`src/rtl/pipe_ctrl_pkg.sv`:
```
// Shared types for the pipeline stall controller: FSM state encoding,
// default perf-counter width and a helper sizing the internal cycle counter.
package pipe_ctrl_pkg;

  localparam int CNT_W_DEF = 16;

  typedef enum logic [1:0] {
    ST_RUN      = 2'd0,
    ST_LD_STALL = 2'd1,
    ST_JR_KILL  = 2'd2,
    ST_BAD      = 2'd3
  } state_e;

  // Bits needed to hold the larger of two cycle budgets.
  function automatic int cyc_bits(input int a, input int b);
    int m;
    m = (a > b) ? a : b;
    return (m < 2) ? 1 : $clog2(m + 1);
  endfunction

endpackage

```
`src/rtl/sat_counter.sv`:
```
// Saturating up-counter with synchronous clear (clear beats increment).
// Ports: clk, rst (async high), inc_i, clr_i -> cnt_o.
module sat_counter #(
  parameter int W = 16
) (
  input  logic         clk,
  input  logic         rst,
  input  logic         inc_i,
  input  logic         clr_i,
  output logic [W-1:0] cnt_o
);

  logic [W-1:0] cnt_q, cnt_d;

  always_comb begin
    cnt_d = cnt_q;
    if (clr_i) begin
      cnt_d = '0;
    end else if (inc_i && (cnt_q != '1)) begin
      cnt_d = cnt_q + 1'b1;
    end
  end

  always_ff @(posedge clk or posedge rst) begin
    if (rst) begin
      cnt_q <= '0;
    end else begin
      cnt_q <= cnt_d;
    end
  end

  assign cnt_o = cnt_q;

endmodule

```
`src/rtl/pipeline_stall_ctrl.sv`:
```
// Dual-issue stall/flush controller: turns hazard, flush and mem-busy
// inputs into PC/IF-ID/ID-EX enables, flushes and bubbles (Mealy), runs
// a RUN/LD_STALL/JR_KILL FSM and keeps saturating stall/flush counters.
// Inputs: clk, rst, ld_has_hazard, jr_has_hazard, flush_req, mem_busy,
// cnt_clr. Outputs: pc_en, pc_sel_jr, ifid_en, ifid_flush, idex_bubble1/2,
// pipe_en, stall_cnt, flush_cnt, state.
module pipeline_stall_ctrl
  import pipe_ctrl_pkg::*;
#(
  parameter int LD_STALL_CYCLES = 1,
  parameter int JR_PENALTY      = 2,
  parameter int CNT_W           = CNT_W_DEF
) (
  input  logic             clk,
  input  logic             rst,
  input  logic             ld_has_hazard,
  input  logic             jr_has_hazard,
  input  logic             flush_req,
  input  logic             mem_busy,
  input  logic             cnt_clr,
  output logic             pc_en,
  output logic             pc_sel_jr,
  output logic             ifid_en,
  output logic             ifid_flush,
  output logic             idex_bubble1,
  output logic             idex_bubble2,
  output logic             pipe_en,
  output logic [CNT_W-1:0] stall_cnt,
  output logic [CNT_W-1:0] flush_cnt,
  output logic [1:0]       state
);

  localparam int CW = cyc_bits(LD_STALL_CYCLES, JR_PENALTY);

  state_e          st_q, st_d;
  logic [CW-1:0]   cnt_q, cnt_d;
  logic            stall_inc;
  logic            flush_inc;

  always_comb begin
    st_d         = st_q;
    cnt_d        = cnt_q;
    stall_inc    = 1'b0;
    flush_inc    = 1'b0;
    pc_en        = 1'b1;
    pc_sel_jr    = 1'b0;
    ifid_en      = 1'b1;
    ifid_flush   = 1'b0;
    idex_bubble1 = 1'b0;
    idex_bubble2 = 1'b0;
    pipe_en      = 1'b1;

    if (mem_busy) begin
      // Whole pipe frozen; FSM and counters hold.
      pc_en   = 1'b0;
      ifid_en = 1'b0;
      pipe_en = 1'b0;
    end else if (flush_req) begin
      // Redirect wins over any pending stall or kill.
      ifid_flush   = 1'b1;
      idex_bubble1 = 1'b1;
      idex_bubble2 = 1'b1;
      st_d         = ST_RUN;
      cnt_d        = '0;
      flush_inc    = 1'b1;
    end else begin
      unique case (st_q)
        ST_RUN: begin
          if (ld_has_hazard) begin
            pc_en        = 1'b0;
            ifid_en      = 1'b0;
            idex_bubble1 = 1'b1;
            idex_bubble2 = 1'b1;
            stall_inc    = 1'b1;
            if (LD_STALL_CYCLES > 1) begin
              st_d  = ST_LD_STALL;
              cnt_d = CW'(LD_STALL_CYCLES - 1);
            end
          end else if (jr_has_hazard) begin
            pc_sel_jr  = 1'b1;
            ifid_flush = 1'b1;
            if (JR_PENALTY > 1) begin
              st_d  = ST_JR_KILL;
              cnt_d = CW'(JR_PENALTY - 1);
            end
          end
        end
        ST_LD_STALL: begin
          pc_en        = 1'b0;
          ifid_en      = 1'b0;
          idex_bubble1 = 1'b1;
          idex_bubble2 = 1'b1;
          stall_inc    = 1'b1;
          cnt_d        = cnt_q - CW'(1);
          if (cnt_q == CW'(1)) begin
            st_d = ST_RUN;
          end
        end
        ST_JR_KILL: begin
          pc_en      = 1'b0;
          ifid_flush = 1'b1;
          cnt_d      = cnt_q - CW'(1);
          if (cnt_q == CW'(1)) begin
            st_d = ST_RUN;
          end
        end
        default: begin
          st_d  = ST_RUN;
          cnt_d = '0;
        end
      endcase
    end

    // Reset is level-sensitive on the outputs too, not only on the flops.
    if (rst) begin
      pc_en        = 1'b0;
      pc_sel_jr    = 1'b0;
      ifid_en      = 1'b0;
      ifid_flush   = 1'b0;
      idex_bubble1 = 1'b0;
      idex_bubble2 = 1'b0;
      pipe_en      = 1'b0;
      stall_inc    = 1'b0;
      flush_inc    = 1'b0;
    end
  end

  always_ff @(posedge clk or posedge rst) begin
    if (rst) begin
      st_q  <= ST_RUN;
      cnt_q <= '0;
    end else begin
      st_q  <= st_d;
      cnt_q <= cnt_d;
    end
  end

  assign state = st_q;

  sat_counter #(
    .W(CNT_W)
  ) u_stall_cnt (
    .clk  (clk),
    .rst  (rst),
    .inc_i(stall_inc),
    .clr_i(cnt_clr),
    .cnt_o(stall_cnt)
  );

  sat_counter #(
    .W(CNT_W)
  ) u_flush_cnt (
    .clk  (clk),
    .rst  (rst),
    .inc_i(flush_inc),
    .clr_i(cnt_clr),
    .cnt_o(flush_cnt)
  );

endmodule
```
`config.mk`:
```
export PLATFORM = sky130hd
export DESIGN_NAME = pipeline_stall_ctrl
export DESIGN_NICKNAME = d
export VERILOG_FILES = /design/src/rtl/pipe_ctrl_pkg.sv /design/src/rtl/sat_counter.sv /design/src/rtl/pipeline_stall_ctrl.sv
export SDC_FILE = /design/constraint.sdc
export NUM_CORES = 1
export LEC_CHECK = 0
export ABC_AREA = 0
export BUFFER_PORTS_ARGS = -buffer_cell sky130_fd_sc_hd__buf_2
export CORE_MARGIN = 3
export CORE_UTILIZATION = 45
export DETAILED_ROUTE_END_ITERATION = 10
export PLACE_DENSITY = 0.72
export SETUP_SLACK_MARGIN = 0.4
export SLEW_MARGIN = 0
export SYNTH_ARGS = -nofsm -noshare
export SYNTH_HDL_FRONTEND = slang
export SYNTH_HIERARCHICAL = 1
export SYNTH_SLANG_ARGS = --single-unit
export TNS_END_PERCENT = 100
```
`constraint.sdc`:
```
create_clock -name clk -period 2.9 [get_ports clk]
set_clock_uncertainty 0.05 [all_clocks]
set_input_delay 0.29 -clock clk [delete_from_list [all_inputs] [get_ports clk]]
set_output_delay 0.29 -clock clk [all_outputs]
set_load 0.01 [all_outputs]
```
# After elaboration in Yosys (flattened, before gate mapping)
# Index checks and enable logic that the tools add are counted.
# word_totals
ff_bits	36
latchBits	0
ram_bits	0
rom_bits	0
input_bits	7
output_inout_bits	41
word_cells	69
mem_count	0
# classes
add_sub_neg	3
multipliers	0
div	0
magnitude_cmp	0
n_eq_ne	8
n_shift	0
mux	45
n_bitwise	1
n_reduce_logical	8
# op_table
operator	n
16-bit 2-to-1 mux	4
16-bit by 1-bit adder with 16-bit output, second input constant	2
16-bit inequality test, second input constant	2
1-bit 2-to-1 mux	28
2-bit 2-to-1 mux	7
1-bit one-hot mux with 2 select lines	4
2-bit one-hot mux with 2 select lines	2
3-bit inequality test, second input constant	2
2-bit by 1-bit == test with 1-bit output, second input constant	2
4-bit AND reduction	1
2-bit nonzero test	2
3-bit by 1-bit inequality test with 1-bit output, second input constant	1
3-bit AND reduction	1
2-bit == test, second input constant	1
1-bit logical AND	2
2-bit logical NOT	1
2-bit OR reduction	1
2-bit by 1-bit subtractor with 2-bit output, second input constant	1
1-bit inverter	1

# Longest topological paths before layout
# depth
word_depth	8
mapped_depth	8
depth_no_buf	7

# Cells and area by module
# Netlist, hierarchy kept.
# by_module_without_submodules
mod	n_inst	cells_each	area_each_um2	seq_area_each_um2
sat_counter at u_flush_cnt	1	101	932.1	400.4
sat_counter at u_stall_cnt	1	101	922.1	400.4
pipeline_stall_ctrl	1	35	275.3	75.1

# Least setup slack after synthesis
# Ideal clock, no wire load.
# synth_timing
kind	register to register
from	register st_q[1] (netlist: state[1])
to	register u_stall_cnt.cnt_q[13] (netlist: u_stall_cnt/cnt_o[13])
setup_time_ps	78
arrival_time_ps	2159
path_slack_ps	613
stages_incl_launch_ff	9
path_buffers	2
synth_period_minus_slack_ps	2287
path_cell_list	dfrtp_1 > buf_2 > nor2_2 > and3_1 > clkbuf_2 > nand3_1 > or4_4 > or4_1 > a21oi_1
# synth_via
elab_chain_len	7
# synth_rtl
item	line	text
start: declaration	pipeline_stall_ctrl.sv:35	state_e st_q, st_d;
start signal: assignment	pipeline_stall_ctrl.sv:133	st_q <= st_d;
2-bit by 1-bit == test with 1-bit output or 2-bit logical NOT (tied branches)	pipeline_stall_ctrl.sv:67	unique case (st_q)
1-bit one-hot mux with 2 select lines *	pipeline_stall_ctrl.sv:67	
1-bit 2-to-1 mux *	pipeline_stall_ctrl.sv:58	end else if (flush_req) begin
1-bit 2-to-1 mux *	pipeline_stall_ctrl.sv:53	if (mem_busy) begin
1-bit 2-to-1 mux *	pipeline_stall_ctrl.sv:115	if (rst) begin
named net stall_inc	pipeline_stall_ctrl.sv:37	logic stall_inc;
1-bit logical AND *	sat_counter.sv:19	end else if (inc_i && (cnt_q != '1)) begin
2-bit nonzero test (no line) *	--	
end signal: assignment	sat_counter.sv:28	cnt_q <= cnt_d;
end: declaration	sat_counter.sv:13	logic [W-1:0] cnt_q, cnt_d;
# The timed path passes the listed nets; every way through them passes the cells marked *.
# A chain may end at the register's enable or synchronous reset.

# Final worst setup path
# Ends and elaborated chain as after synthesis.

==> results.yml <==
final_layout:
  post-route-util: 0.560
  seqCellArea_sq_um: 876
  post_route_cells_drive_above_1_share: 0.265
  fill_cells: 405
  final_area_sq_um: 2500
  diodes: 0
  areaGrowthSynthToFinish_pct: 17.6
  multi_input_area_sq_um: 1150
  nets: 292
critical_path:
  worstReg2RegStart: "state[1]$_DFFE_PP0P_"
  worstSetupPathType: "reg -> reg"
  cp_slowest_stage_delay_ns: 0.49
  cp_num_buf_inv: 0
  endpoint_kind: "flip-flop"
  crit_arrival_ns: 2.41
  r2r_setup_slack_ns: 0.64
  r2r_cells: 6
  critPathLaunchType: "flip-flop"
  worstPathRequired_ns: 3.05
  worst-path-max-fanout: 9
  worstPathCellList: "nor2_2 -> and3_1 -> nand3_1 -> or4_4 -> or4_1 -> a21oi_1"
  critPathTopFamily: "simple AND/OR/NAND/NOR gates"
  rr_endpoint: "u_stall_cnt/cnt_o[13]$_DFFE_PP0P_"
  critPathSlowestCell: "dfrtp_1"
synth:
  synth_top_flop_cell: "dfrtp_1"
  synth_top_area_share: 0.411
  yosysMostFrequentCell: "dfrtp_1"
  avgSynthCellArea_sq_um: 8.99
  synth_seq_cells: 35
  synth_commonest_cells: "35 x dfrtp_1, 30 x a21oi_1, 15 x nand3_1, 13 x or3_1"
  synth_edf_count: 0
  synthCells: 237
  netlist_top_cells_area: "dfrtp_1 41%, a21oi_1 7.1%, or4_1 4.2%"
  yosysWarnings: 6
  yosysSeqAreaShare: 0.411
  synth_cell_types: 41
  synth_top_cell_by_area: "dfrtp_1"
  synthArstFlopShare: 1.00
  syn-cell-area_sq_um: 2130
  syn-num-nets: 247
sta:
  clock.fmax_ghz: 0.442
  min_period_over_period: 0.781
  tightest_slew_ns: 0.675
  finalCriticalPeriod_ns: 2.26
  finalMaxSlewViolations: 0
  rsz0062_at_grt: "no"
  fin_tns_setup_ns: 0
  setup_viol: 0
  maxSlewHeadroom: 0.549
  hold_viol: 0
die:
  dieArea_sq_um: 5590
  die-height_um: 74.8
  initial_core_util: 0.476
  die_width_um: 74.8
  ioPinCount: 48
  num_rows: 24
  coreArea_sq_um: 4470
power_and_ir_drop:
  p_per_area_nw_per_um2: 407
  peakVddDrop_mv: 0.221
  total_leakage_power_nw: 1.09
place:
  gp_congestion: 0.824
  io_buffers: 46
  dpl-instance-area_sq_um: 2380
  dp_hpwl_mm: 3.38
clock_tree:
  cts_setup_buffers: 0
  cts_resized: 0
  tritoncts: "done"
  cts_inserted_buffers: 5
  hold_buffers: 1
  clkTransAtPathRegs_ns: 0.08
  clk_latency_ns: 0.28
  cts_max_level: 2
  root_buffer: "clkbuf_8"
  cts_sinks: 35
  cts_buffer_depth: 2
grt:
  grt_max_degree: 39
  overflow: 0
  grt_pass1_vias: 1750
  antenna_found_initial: 0
  grt_first_pass_wirelength_mm: 7.92
  grt_usage: 0.178
drt:
  vias_per_cell: 5.99
  drc_errors: 0
  ant_nets: 0
  first_pass_iters: 4
  drt_iter0_drc: 124
  wl_per_cell_um: 14.5
  routed-via-count: 2007
  drt_wl_total_mm: 4.84
hold_path:
  hold_path.class: "in -> async"
run_status:
  status: "finished, final reports clean"
run:
  max_cap_viol_count: 0
[per-stage QoR]
step | hold slack (ns) | setup slack [ns] | cells | total power, mW
after floorplan | -0.00636 | 0.613 | 237 | 0.566
after global routing | 0.0942 | 0.505 | 335 | 1.07
after CTS | 0.0779 | 0.639 | 335 | 1.03
final | 0.0572 | 0.635 | 335 | 1.02
after detailed placement | 0.147 | 0.533 | 326 | 0.588
after global placement | 0.143 | 0.567 | 326 | 0.585
[cell usage in the layout (no fill, tap or decap), drive strengths merged]
master / n
a31oi: 2
dlygate4sd3: 1
mux2: 4
and2: 1
o22a: 1
a21oi: 30
nor3: 8
dfrtp: 35
or4: 16
o21a: 1
inv: 10
buf: 49
o31ai: 10
clkinv: 2
ha: 3
o21ai: 12
and4: 2
mux2i: 2
nor2b: 6
or3: 14
and3: 1
conb: 1
bufinv: 1
nand2b: 5
nand4: 10
nand3: 15
or2: 1
o41ai: 5
nor4: 7
nor2: 11
clkbuf: 5
nand2: 12
[registers in the layout (all words and copies together) (netlist names)]
signal / flops
u_flush_cnt/cnt_o: 16
u_stall_cnt/cnt_o: 16
cnt_q: 2
state: 1
[logic make-up after synthesis]
kind of cell	share of synthesized area
other	0.00176
buffers and inverters	0.0499
flip-flops	0.411
multiplexers	0.0306
adder cells (fa/ha/maj)	0.0176
AND/OR/NAND/NOR	0.320
AO/OA/AOI/OAI	0.169
[per-layer routing]
layer	vias to the layer above	track usage	share of wire
met5	-	0	0
met4	0	0.0553	0.0087
met3	5	0.0320	0.050
met2	58	0.293	0.47
met1	949	0.240	0.47
li1	995	-	-
[where the power goes]
group,total [mW],switching [mW],internal [mW]
sequential,0.503,0.00881,0.494
combinational,0.0748,0.0475,0.0274
clock,0.440,0.184,0.256
[cell type report]
class / instances / share of cell area
clock inverters: 3 / 0.0175
inverters: 10 / 0.0160
repair buffers: 50 / 0.105
multi-input cells: 180 / 0.458
flip-flops and latches: 35 / 0.350
well taps: 52 / 0.0260
clock buffers: 5 / 0.0275
[worst max-delay path by stage]
| stage | startpoint | to | slack, ns | depth (start not counted) |
|---|---|---|---|---|
| after global routing | state[1]$_DFFE_PP0P_ | u_stall_cnt/cnt_o[13]$_DFFE_PP0P_ | 0.50 | 6 |
| after detailed placement | mem_busy | u_flush_cnt/cnt_o[13]$_DFFE_PP0P_ | 0.53 | 8 |
| after floorplan | state[1]$_DFFE_PP0P_ | u_stall_cnt/cnt_o[13]$_DFFE_PP0P_ | 0.61 | 8 |
| final | state[1]$_DFFE_PP0P_ | u_stall_cnt/cnt_o[13]$_DFFE_PP0P_ | 0.64 | 6 |
| after CTS | state[1]$_DFFE_PP0P_ | u_stall_cnt/cnt_o[13]$_DFFE_PP0P_ | 0.64 | 6 |
| after global placement | mem_busy | u_flush_cnt/cnt_o[13]$_DFFE_PP0P_ | 0.57 | 8 |
Power figures use the tool's default switching activity.
